$ cat src/rtl/image_frame_loader_pkg.sv
// Shared widths, state encoding and address constants for the frame loader
// and its pixel register file.
package image_frame_loader_pkg;

  localparam int PIX_W  = 4;
  localparam int N_PIX  = 16;
  localparam int ADDR_W = 4;

  localparam logic [ADDR_W-1:0] FRAME_LAST_ADDR = 4'd15;

  typedef enum logic [1:0] {
    ST_IDLE = 2'b00,
    ST_LOAD = 2'b01,
    ST_FULL = 2'b10
  } state_e;

  function automatic logic is_last_addr(input logic [ADDR_W-1:0] addr);
    return addr == FRAME_LAST_ADDR;
  endfunction

endpackage

$ cat src/rtl/image_frame_loader_pixel_regfile.sv
// 16-entry pixel store: one synchronous write port, one combinational read
// port, all entries cleared by the asynchronous reset.
module image_frame_loader_pixel_regfile
  import image_frame_loader_pkg::*;
(
  input  logic              clk_i,
  input  logic              rst_ni,
  input  logic              we_i,
  input  logic [ADDR_W-1:0] waddr_i,
  input  logic [PIX_W-1:0]  wdata_i,
  input  logic [ADDR_W-1:0] raddr_i,
  output logic [PIX_W-1:0]  rdata_o
);

  logic [PIX_W-1:0] mem_q [N_PIX];

  always_ff @(posedge clk_i or negedge rst_ni) begin
    if (!rst_ni) begin
      for (int i = 0; i < N_PIX; i++) mem_q[i] <= '0;
    end else if (we_i) begin
      mem_q[waddr_i] <= wdata_i;
    end
  end

  // Read-before-write: a same-cycle write only becomes visible after the edge.
  assign rdata_o = mem_q[raddr_i];

endmodule

$ cat src/rtl/image_frame_loader.sv
// Writer side of the convolution pixel store: fills a 4x4 frame from a
// valid/ready stream and holds it until the consumer releases it.
//   state | meaning
//   IDLE  | just out of reset, not yet accepting
//   LOAD  | accepting pixels in raster order
//   FULL  | frame complete and stable, waiting for release
module image_frame_loader
  import image_frame_loader_pkg::*;
(
  input  logic              clk_i,
  input  logic              rst_ni,
  input  logic              in_valid_i,
  input  logic [PIX_W-1:0]  in_pix_i,
  input  logic              in_last_i,
  output logic              in_ready_o,
  output logic              frame_ready_o,
  input  logic              release_i,
  input  logic [ADDR_W-1:0] rd_addr_i,
  output logic [PIX_W-1:0]  rd_pix_o,
  output logic [ADDR_W-1:0] wr_ptr_o,
  output logic [3:0]        frame_cnt_o,
  output logic              err_o,
  input  logic              err_clr_i
);

  state_e            state_q, state_d;
  logic [ADDR_W-1:0] wr_ptr_q, wr_ptr_d;
  logic [3:0]        frame_cnt_q, frame_cnt_d;
  logic              err_q, err_d;
  logic              err_set;
  logic              we;

  always_ff @(posedge clk_i or negedge rst_ni) begin
    if (!rst_ni) begin
      state_q     <= ST_IDLE;
      wr_ptr_q    <= '0;
      frame_cnt_q <= '0;
      err_q       <= 1'b0;
    end else begin
      state_q     <= state_d;
      wr_ptr_q    <= wr_ptr_d;
      frame_cnt_q <= frame_cnt_d;
      err_q       <= err_d;
    end
  end

  always_comb begin
    state_d     = state_q;
    wr_ptr_d    = wr_ptr_q;
    frame_cnt_d = frame_cnt_q;
    err_set     = 1'b0;
    we          = 1'b0;
    case (state_q)
      ST_IDLE: state_d = ST_LOAD;
      ST_LOAD: begin
        if (in_valid_i) begin
          we = 1'b1;
          if (is_last_addr(wr_ptr_q)) begin
            // A missing IN_LAST still completes the frame, but is flagged.
            wr_ptr_d    = '0;
            frame_cnt_d = frame_cnt_q + 4'd1;
            state_d     = ST_FULL;
            err_set     = ~in_last_i;
          end else if (in_last_i) begin
            // Early last: the partial frame is abandoned, stale pixels stay.
            wr_ptr_d = '0;
            err_set  = 1'b1;
          end else begin
            wr_ptr_d = wr_ptr_q + ADDR_W'(1);
          end
        end
      end
      ST_FULL: if (release_i) state_d = ST_LOAD;
      default: state_d = ST_IDLE;
    endcase
    err_d = err_set | (err_q & ~err_clr_i);
  end

  image_frame_loader_pixel_regfile u_regfile (
    .clk_i   (clk_i),
    .rst_ni  (rst_ni),
    .we_i    (we),
    .waddr_i (wr_ptr_q),
    .wdata_i (in_pix_i),
    .raddr_i (rd_addr_i),
    .rdata_o (rd_pix_o)
  );

  assign in_ready_o    = (state_q == ST_LOAD);
  assign frame_ready_o = (state_q == ST_FULL);
  assign wr_ptr_o      = wr_ptr_q;
  assign frame_cnt_o   = frame_cnt_q;
  assign err_o         = err_q;

endmodule

$ cat config.mk
export PLATFORM = sky130hd
export DESIGN_NAME = image_frame_loader
export DESIGN_NICKNAME = d
export VERILOG_FILES = /design/src/rtl/image_frame_loader_pkg.sv /design/src/rtl/image_frame_loader_pixel_regfile.sv /design/src/rtl/image_frame_loader.sv
export SDC_FILE = /design/constraint.sdc
export NUM_CORES = 1
export LEC_CHECK = 0
export CELL_PAD_IN_SITES_DETAIL_PLACEMENT = 0
export CELL_PAD_IN_SITES_GLOBAL_PLACEMENT = 1
export CORE_MARGIN = 8
export CORE_UTILIZATION = 45
export DETAILED_ROUTE_END_ITERATION = 16
export DONT_BUFFER_PORTS = 1
export PLACE_DENSITY_LB_ADDON = 0.1
export SKIP_CTS_REPAIR_TIMING = 1
export SLEW_MARGIN = 5
export SYNTH_ARGS = -nofsm -noshare
export SYNTH_HDL_FRONTEND = slang
export SYNTH_SLANG_ARGS = --single-unit
$ cat constraint.sdc
create_clock -name clk_i -period 2.2 [get_ports clk_i]
set_clock_uncertainty 0.1 [all_clocks]
set_input_delay 0.22 -clock clk_i [delete_from_list [all_inputs] [get_ports clk_i]]
set_output_delay 0.22 -clock clk_i [all_outputs]
set_load 0.05 [all_outputs]
==> flow_summary_export.csv, run 1 <==
group,metric,value,unit
run_status,status,"complete, but fails checks",
run_status,violations,"negative hold slack",
setup_path,cpPeakStageDelay,480,ps
final_layout,n_fill_cell,690,
yosys,ys_ff_latch,75,
pwr,p_sw,0.951,mW
floorplan,io_pins,29,
global_routing,grt.total_usage,0.151,
setup_path,timing_worst_setup_path_type,"register to output pin",
global_routing,grt_max_degree,76,
sta,fmax,473,MHz
pwr,irDropWorstVdd,0.524,mV
yosys,netlist_instances,247,
detailed_routing,routed_via_density,5.64,
yosys,synth_top_cell_area_share,0.531,
yosys,syn_area,3540,sq um
place,pre_cts_slack,289,ps
global_routing,grt_pass1_wl,13.0,mm
final_layout,finish.utilization,0.529,
final_layout,drive_gt1_frac,0.399,
pwr,switching_share,0.269,
yosys,yosysSeqAreaShare,0.531,
clocking,clock_latency,340,ps
pwr,p_int,2.58,mW
final_layout,layout_common_cells,"75 x dfrtp_1, 53 x mux2_2, 16 x mux4_2",
yosys,yosys_warnings,0,
pwr,clkPwrFrac,0.335,
clocking,cts_inserted_buffers,9,
sta,hold_viol,1,
clocking,cts_buffer_depth,2,
detailed_routing,drc,0,
clocking,cts_sinks,75,
yosys,syn_avg_cell_area,14.3,sq um
sta,tns,0,ps
detailed_routing,vias,2139,
sta,finalCritPeriodShare,0.962,
setup_path,critical_path_arrival,1800,ps
sta,drv_slew,0,
sta,worst_slack,84.4,ps
yosys,synth_top_area_cell,"dfrtp_1",
setup_path,crit_path_end_kind,"output pin",
detailed_routing,drtAntennaViolNets,0,
setup_path,worstPathMaxFanout,2,
place,gp_congestion,0.729,
floorplan,dieArea,11000,sq um
place,io_buffers,0,
setup_path,worstPathCellList,"mux4_2 > a22oi_1 > nand3_1 > buf_4",
yosys,netlist-cell-type-count,39,
setup_path,path_delay_family,"multiplexers",
detailed_routing,wl,7.70,mm
global_routing,antenna_found_initial,1,
clocking,cts_tree,"yes",
sta,relSlewSlack,0.574,
worst_hold_path,min_path_type,"input port to register",
place,placed_cells,353,
final_layout,layout.cells.non_filler,379,
sta,setup_viol,0,
place,place_hpwl,5.20,mm
floorplan,die_w,105,um
setup_path,worstPathRequired,1880,ps
detailed_routing,drt_iter0_drc,75,
floorplan,rows,32,
clocking,clockRootBuffer,"clkbuf_8",
floorplan,dieHeight,105,um
sta,period_minus_slack,2120,ps
pwr,power_frac_comb,0.174,
detailed_routing,first_pass_iters,4,
floorplan,initial_core_util,0.460,
final_layout,layout.nets,290,
sta,rsz0062_at_grt,"false",
pwr,power_leakage,1.86,nW
setup_path,critPathLaunchType,"register",
floorplan,core_area,7690,sq um
yosys,synthTopCellsByArea,"dfrtp_1 53%, mux2_2 17%, mux4_2 10%",
clocking,htree_levels,3,
clocking,clkTransAtPathRegs,80,ps
setup_path,crit_buf_inv,1,
sta,worst_pin_slew,637,ps
detailed_routing,wl_per_cell,20.3,um
setup_path,slowest_stage,"mux4_2",
global_routing,grt-ovfl-total,0,
sta,hold_slack,-0.136,ps
flow_run,cap_viol_max_count,0,
global_routing,grt_pass1_vias,2285,
final_layout,layout_commonest_cell,"dfrtp_1",
final_layout,syn_to_final_growth,14.9,%
pwr,seq_power_share,0.491,
yosys,syn-num-nets,266,
pwr,cellPowerDensity,870,nW/um^2
per-layer routing:
| layer | GRT usage | vias to the layer above | part of all wire |
|---|---|---|---|
| met5 | 0 | - | 0 |
| met4 | 0.0571 | 0 | 0.014 |
| met3 | 0.0399 | 8 | 0.040 |
| met2 | 0.229 | 39 | 0.48 |
| met1 | 0.203 | 1133 | 0.46 |
| li1 | - | 959 | - |
area by class of cell:
| cell class | instances | area, sq um | area share |
|---|---|---|---|
| Timing Repair Buffer | 24 | 220 | 0.0542 |
| Antenna cell | 1 | 2.50 | 0.000616 |
| Clock inverter | 7 | 98.8 | 0.0243 |
| Clock buffer | 9 | 124 | 0.0305 |
| Sequential cell | 75 | 1880 | 0.462 |
| Inverter | 4 | 15.0 | 0.00369 |
| Multi-Input combinational cell | 157 | 1600 | 0.393 |
| Tap cell | 102 | 128 | 0.0314 |
synthesized netlist by cell type:
library cell	instances
and2b_1	2
nand2_1	12
mux2_1	12
o22ai_1	1
inv_1	4
or3_4	1
nor3_2	2
mux2_2	53
buf_6	1
dfrtp_1	75
xor2_1	1
nand4_1	1
or4b_4	1
ha_1	5
nand3_1	8
o41ai_1	1
nor2b_1	2
o31ai_1	1
nor2_2	1
clkbuf_1	5
or4_1	1
xnor2_1	3
or3_1	2
a21o_1	2
a22oi_1	4
nand2b_1	3
and3_1	1
nor2_1	10
or4b_1	1
a31o_2	1
a21oi_1	1
buf_1	1
mux4_2	16
buf_4	1
nand4b_1	1
and3b_1	1
buf_2	3
o21ai_0	5
nor3b_2	1
power groups by stage:
stage / Combinational, mW / Clock, mW / Sequential [mW]
2_1_floorplan: 0.446 / 0 / 1.74
3_3_place_gp: 0.542 / 0 / 1.76
3_5_place_dp: 0.553 / 0 / 1.77
4_1_cts: 0.554 / 1.22 / 1.74
5_1_grt: 0.673 / 1.28 / 1.77
6_report: 0.615 / 1.19 / 1.74
through the flow:
stage | instance area [sq um] | total power, mW
after floorplan | 3540 | 2.19
final | 4060 | 3.54
after CTS | 3940 | 3.51
after global routing | 4060 | 3.72
after detailed placement | 3720 | 2.32
after global placement | 3720 | 2.30
kinds of logic (layout without fill, tap and decap cells):
kind of cell,Yosys count,count (layout),share of synthesized area
AO/OA/AOI/OAI,16,16,0.0301
XOR/XNOR,4,4,0.00991
adder cells (fa/ha/maj),5,5,0.0177
buffers and inverters,15,44,0.0202
flip-flops,75,75,0.531
multiplexers,81,81,0.309
other,0,1,0
AND/OR/NAND/NOR,51,51,0.0828
final timing paths:
check                                     from  cells after the start                   to  slack (ps)
min in group asynchronous               rst_ni                      2  u_regfile.mem_q[25]         330
max in group asynchronous               rst_ni                      2           state_q[0]        1360
max                        u_regfile.mem_q[50]                      4          rd_pix_o[2]          80
min reg2reg                u_regfile.mem_q[48]                      1  u_regfile.mem_q[48]         390
min                                 in_valid_i                      2           state_q[0]        -0.1
max reg2reg                         state_q[1]                      4  u_regfile.mem_q[62]         280
sequential cells by signal, indices dropped and copies added, names as in the netlist:
| register | cells |
|---|---|
| err_o | 1 |
| u_regfile.mem_q | 64 |
| frame_cnt_o | 4 |
| wr_ptr_o | 4 |
| state_q | 2 |
Note: power is estimated with default switching activity, not from simulation.
==> run 2, diff against run 1 <==
--- a/config.mk
+++ b/config.mk
@@ -7,6 +7,7 @@
 export LEC_CHECK = 0
 export CELL_PAD_IN_SITES_DETAIL_PLACEMENT = 0
 export CELL_PAD_IN_SITES_GLOBAL_PLACEMENT = 1
+export CORE_ASPECT_RATIO = 1.4
 export CORE_MARGIN = 8
 export CORE_UTILIZATION = 45
 export DETAILED_ROUTE_END_ITERATION = 16
==> run 2 against run 1 <==
  * The run now ends clean
  * Sequential cell count unchanged
  * Sequential share of layout area up 0.31 points
  * Fmax up 2.8%
  * Sequential power about the same
  * Global-route usage down 0.27 points
  * Non-clock buffer count up 1
  * Total power down 3.0%
  * Largest power group unchanged
  * Count of clock-buffer cells in the layout up 3
  * Hold slack better by 0.52 ps
==> flow_summary_export.csv, run 2 (same netlist as run 1, synthesis figures left out) <==
group,metric,value,unit
clocking,cts_tree,"yes",
final_layout,diodes,0,
sta,setup_viol,0,
floorplan,rows,38,
detailed_routing,first_pass_iters,4,
pwr,power_leakage,1.86,nW
sta,rsz0062_at_grt,"false",
clocking,clkTransAtPathRegs,70,ps
pwr,irDropWorstVdd,0.406,mV
worst_hold_path,min_from,"in_last_i",
detailed_routing,vias,2081,
sta,fmax,486,MHz
detailed_routing,routed_via_density,5.55,
pwr,cellPowerDensity,850,nW/um^2
sta,hold_viol,0,
final_layout,layout_common_cells,"75 x dfrtp_1, 53 x mux2_2, 16 x mux4_2",
final_layout,syn_to_final_growth,14.1,%
run_status,status,"complete, no violations",
floorplan,initial_core_util,0.459,
setup_path,timing_worst_setup_path_type,"register to output pin",
sta,finalCritPeriodShare,0.936,
sta,period_minus_slack,2060,ps
detailed_routing,drtAntennaViolNets,0,
sta,hold_slack,0.389,ps
setup_path,crit_path_start,"u_regfile.mem_q[49]",
clocking,cts_inserted_buffers,9,
place,place_hpwl,5.15,mm
worst_hold_path,min_path_type,"input port to register",
setup_path,crit_path_end_kind,"output pin",
sta,worst_pin_slew,604,ps
pwr,power_frac_comb,0.176,
sta,relSlewSlack,0.596,
global_routing,grt-ovfl-total,0,
final_layout,layout_commonest_cell,"dfrtp_1",
global_routing,antenna_found_initial,0,
detailed_routing,drt_iter0_drc,62,
final_layout,layout.nets,291,
detailed_routing,wl_per_cell,20.5,um
sta,worst_slack,142,ps
global_routing,grt_pass1_wl,12.4,mm
final_layout,drive_gt1_frac,0.385,
clocking,clockRootBuffer,"clkbuf_8",
place,pre_cts_slack,286,ps
final_layout,largest_register,"u_regfile.mem_q",
setup_path,critPathLaunchType,"register",
sta,drv_slew,0,
floorplan,dieHeight,121,um
clocking,cts_buffer_depth,2,
floorplan,core_area,7700,sq um
clocking,cts_sinks,75,
flow_run,cap_viol_max_count,0,
setup_path,worstPathRequired,1880,ps
setup_path,critical_path_arrival,1740,ps
floorplan,io_pins,29,
pwr,p_int,2.54,mW
final_layout,largest_reg_flops,64,
clocking,clock_latency,350,ps
sta,tns,0,ps
detailed_routing,wl,7.69,mm
global_routing,grt_max_degree,76,
global_routing,grt_pass1_vias,2209,
final_layout,n_fill_cell,695,
place,gp_congestion,0.722,
pwr,switching_share,0.260,
clocking,htree_levels,3,
global_routing,grt.total_usage,0.148,
setup_path,worstPathMaxFanout,2,
final_layout,finish.utilization,0.524,
pwr,seq_power_share,0.508,
floorplan,dieArea,11000,sq um
floorplan,die_w,90.9,um
place,io_buffers,0,
pwr,p_sw,0.892,mW
setup_path,r2r-start,"state_q[1]",
pwr,clkPwrFrac,0.316,
detailed_routing,drc,0,
run 2: changes by cell type in the layout (fill, tap and decap cells not counted):
cell           change
a22oi_1            +2
a22oi_2            -2
bufinv_16          -1
clkbuf_8           +3
clkinv_4           -1
clkinvlp_4         -1
diode_2            -1
dlygate4sd3_1      +1
inv_6              -2
run 2: area by class of cell:
type / instances / area [sq um] / share of cell area
Clock inverter: 2 / 35.0 / 0.00868
Sequential cell: 75 / 1880 / 0.465
Inverter: 4 / 15.0 / 0.00372
Tap cell: 100 / 125 / 0.0310
Multi-Input combinational cell: 157 / 1590 / 0.394
Clock buffer: 12 / 165 / 0.0409
Timing Repair Buffer: 25 / 230 / 0.0570
run 2: per-layer routing:
| layer | GRT usage | up-vias | share of wire | routed length (um) |
|---|---|---|---|---|
| met4 | 0.0658 | 0 | 0.021 | 164 |
| met2 | 0.228 | 37 | 0.49 | 3750 |
| met1 | 0.188 | 1074 | 0.45 | 3440 |
| met3 | 0.0464 | 12 | 0.044 | 338 |
| li1 | - | 958 | - | - |
| met5 | 0 | - | 0 | 0 |
run 2: final timing paths:
check,end,slack (ps),cells past startpoint
setup / recovery,rd_pix_o[1],140,4
hold / removal,wr_ptr_o[2],0.4,3
setup reg to reg,u_regfile.mem_q[61],280,4
hold reg to reg,u_regfile.mem_q[54],390,1
max in group asynchronous,u_regfile.mem_q[1],1380,2
min in group asynchronous,u_regfile.mem_q[58],320,2
run 2: critical path, cell delays in order, from the launching register on:
cell and delay (ps):
dfrtp_1 380, mux4_2 500, a22oi_1 220, nand3_1 90
buf_4 190
run 2: metrics by stage:
stage               cells  power (mW)  instance area [sq um]
floorplan             247        2.19                   3540
global placement      351        2.30                   3720
detailed placement    351        2.32                   3720
CTS                   365        3.41                   3920
global route          375        3.60                   4040
finish                375        3.43                   4040
run 2: power by group through the flow:
stage / Clock [mW] / Sequential (mW) / Combinational, mW
finish: 1.09 / 1.74 / 0.605
global route: 1.18 / 1.77 / 0.654
CTS: 1.12 / 1.74 / 0.551
detailed placement: 0 / 1.77 / 0.551
global placement: 0 / 1.76 / 0.540
floorplan: 0 / 1.74 / 0.446
==> run 3, diff against run 2 <==
--- a/config.mk
+++ b/config.mk
@@ -5,11 +5,12 @@
 export SDC_FILE = /design/constraint.sdc
 export NUM_CORES = 1
 export LEC_CHECK = 0
+export ABC_AREA = 1
 export CELL_PAD_IN_SITES_DETAIL_PLACEMENT = 0
 export CELL_PAD_IN_SITES_GLOBAL_PLACEMENT = 1
 export CORE_ASPECT_RATIO = 1.4
 export CORE_MARGIN = 8
-export CORE_UTILIZATION = 45
+export CORE_UTILIZATION = 35
 export DETAILED_ROUTE_END_ITERATION = 16
 export DONT_BUFFER_PORTS = 1
 export PLACE_DENSITY_LB_ADDON = 0.1
==> run 3 against run 2 <==
  * Combinational power increased by 52%
  * Utilization decreased by 12 points
  * Final cell count increased by 75%
  * Non-clock buffer count decreased by 2
  * Sequential power increased by 7%
  * Design area increased by 8.1%
  * Critical path depth increased by 2
  * First-iteration DRC count increased to 2.8 times the previous value
  * Total power increased by 21%
  * Synthesized cell count increased by 99%
==> flow_summary_export.csv, run 3 <==
group,metric,value,unit
run_status,status,"complete, no violations",
sta,worst_pin_slew,827,ps
yosys,synth_top_cell_area_share,0.497,
setup_path,cp_common_cell,"nand3_1",
global_routing,grt.total_usage,0.151,
final_layout,diodes,0,
sta,drv_slew,0,
yosys,synth_top_area_cell,"dfrtp_1",
clocking,htree_levels,3,
floorplan,dieArea,14400,sq um
global_routing,grt_pass1_vias,3045,
place,io_buffers,0,
detailed_routing,drt_iter0_drc,176,
yosys,synthFlopType,"dfrtp_1",
setup_path,path_delay_family,"simple AND/OR/NAND/NOR gates",
floorplan,dieHeight,139,um
sta,relSlewSlack,0.447,
setup_path,crit_path_end_kind,"output pin",
yosys,synthArstFlopShare,1.00,
setup_path,slowest_stage,"nand2_1",
pwr,cellPowerDensity,951,nW/um^2
global_routing,grt_max_degree,76,
yosys,yosysSeqAreaShare,0.497,
clocking,clock_latency,330,ps
final_layout,final-seq-area,1880,sq um
final_layout,largest_register,"u_regfile.mem_q",
clocking,cts_inserted_buffers,9,
setup_path,crit_buf_inv,1,
yosys,netlist_instances,491,
floorplan,die_w,104,um
sta,setup_viol,0,
setup_path,timing_worst_setup_path_type,"register to output pin",
worst_hold_path,whs_path_depth,3,
final_layout,layout.nets,528,
floorplan,core_area,10700,sq um
floorplan,initial_core_util,0.353,
setup_path,worstPathCellList,"inv_1 > nand2_1 > nand3_1 > nand3_1 > nand3_1 > nand2_1",
final_layout,layout_commonest_cell,"nand2_1",
clocking,clkTransAtPathRegs,60,ps
setup_path,r2r_cells,6,
yosys,netlist-cell-type-count,23,
final_layout,drive_gt1_frac,0.0778,
final_layout,syn_to_final_growth,15.5,%
final_layout,finish.utilization,0.408,
sta,rsz0062_at_grt,"false",
clocking,cts_buffer_depth,2,
floorplan,io_pins,29,
yosys,syn_area,3780,sq um
final_layout,largest_reg_flops,64,
worst_hold_path,min_from,"in_last_i",
setup_path,r2r-start,"wr_ptr_o[0]",
yosys,synth_edf_count,0,
flow_run,cap_viol_max_count,0,
sta,hold_viol,0,
floorplan,rows,45,
detailed_routing,routed_via_density,4.62,
detailed_routing,drc,0,
yosys,synthTopCellsByArea,"dfrtp_1 50%, nand2_1 14%, o21ai_0 9.5%",
detailed_routing,first_pass_iters,5,
worst_hold_path,hold_end,"err_o",
global_routing,grt-ovfl-total,0,
yosys,ys_ff_latch,75,
sta,hold_slack,21.9,ps
setup_path,critPathLaunchType,"register",
pwr,irDropWorstVdd,0.389,mV
sta,finalCritPeriodShare,0.828,
setup_path,worstPathRequired,1880,ps
global_routing,grt_pass1_wl,16.9,mm
yosys,synth_commonest_cells,"145 x nand2_1, 80 x inv_1, 75 x dfrtp_1",
sta,period_minus_slack,1820,ps
sta,tns,0,ps
clocking,cts_sinks,75,
setup_path,reg2reg_slack,380,ps
detailed_routing,vias,3029,
yosys,syn-num-nets,510,
yosys,yosys_warnings,0,
setup_path,r2r_end,"u_regfile.mem_q[13]",
worst_hold_path,min_path_type,"input port to register",
sta,fmax,549,MHz
place,gp_congestion,0.802,
setup_path,critical_path_arrival,1500,ps
detailed_routing,wl_per_cell,15.8,um
final_layout,n_fill_cell,1141,
yosys,syn_avg_cell_area,7.69,sq um
setup_path,worstPathMaxFanout,2,
setup_path,cpPeakStageDelay,380,ps
detailed_routing,wl,10.3,mm
place,place_hpwl,7.02,mm
clocking,cts_tree,"yes",
global_routing,antenna_found_initial,1,
yosys,synth.most_common_cell,"nand2_1",
detailed_routing,drtAntennaViolNets,0,
pwr,total_power,4.15,mW
final_layout,multiInputGateArea,1510,sq um
clocking,clockRootBuffer,"clkbuf_16",
final_layout,layout_common_cells,"145 x nand2_1, 80 x inv_1, 75 x dfrtp_1",
pwr,power_leakage,2.12,nW
run 3: changes by cell type after synthesis, sizes merged, moves of 5 or more:
| cell | delta |
|---|---|
| mux2 | -65 |
| o21ai | +67 |
| nor2 | +13 |
| inv | +76 |
| nand3 | +55 |
| mux4 | -16 |
| buf | +5 |
| nand2 | +135 |
run 3: stage by stage:
step,instances,setup WS (ps),cell area [sq um]
2_1_floorplan,491,246,3780
6_report,655,379,4360
3_3_place_gp,630,446,3980
4_1_cts,646,342,4250
5_1_grt,655,161,4360
3_5_place_dp,630,404,3980
run 3: how the worst max path moves through the flow:
stage / start / end / slack, ps / cells past startpoint
finish: u_regfile.mem_q[58] / rd_pix_o[2] / 380 / 6
global route: wr_ptr_o[0] / u_regfile.mem_q[14] / 160 / 7
CTS: u_regfile.mem_q[58] / rd_pix_o[2] / 340 / 6
detailed placement: wr_ptr_o[0] / u_regfile.mem_q[38] / 400 / 6
global placement: wr_ptr_o[0] / u_regfile.mem_q[39] / 450 / 6
floorplan: state_q[0] / frame_cnt_o[2] / 250 / 6
run 3: area by class of cell:
type                    instances  share of cell area
flip-flops and latches         75               0.430
multi-input cells             319               0.345
repair buffers                 23              0.0516
clock buffers                  14              0.0605
clock inverters                 2             0.00229
inverters                      81              0.0697
well taps                     141              0.0404
run 3: cell families after synthesis:
| group | Yosys count | synth area share |
|---|---|---|
| AND/OR/NAND/NOR | 238 | 0.278 |
| buffers and inverters | 97 | 0.104 |
| flip-flops | 75 | 0.497 |
| AO/OA/AOI/OAI | 73 | 0.0974 |
| adder cells (fa/ha/maj) | 5 | 0.0166 |
| XOR/XNOR | 3 | 0.00696 |
run 3: power by group:
part / internal, mW / switching, mW
registers: 1.72 / 0.144
clock network: 0.823 / 0.546
logic: 0.306 / 0.615
total: 2.84 / 1.31
run 3: worst register-to-register path: stages, from the launching register on:
cell	delay [ps]
dfrtp_1	410
buf_4	210
inv_1	120
ha_1	230
nand2_1	110
nor2_1	370
o21ai_0	140
run 3: layer usage:
| metal | up-vias | global-route usage | wire length (um) |
|---|---|---|---|
| li1 | 1567 | - | - |
| met1 | 1394 | 0.187 | 4690 |
| met2 | 58 | 0.247 | 5080 |
| met3 | 8 | 0.0372 | 477 |
| met4 | 2 | 0.0612 | 90 |
| met5 | - | 0 | 8 |
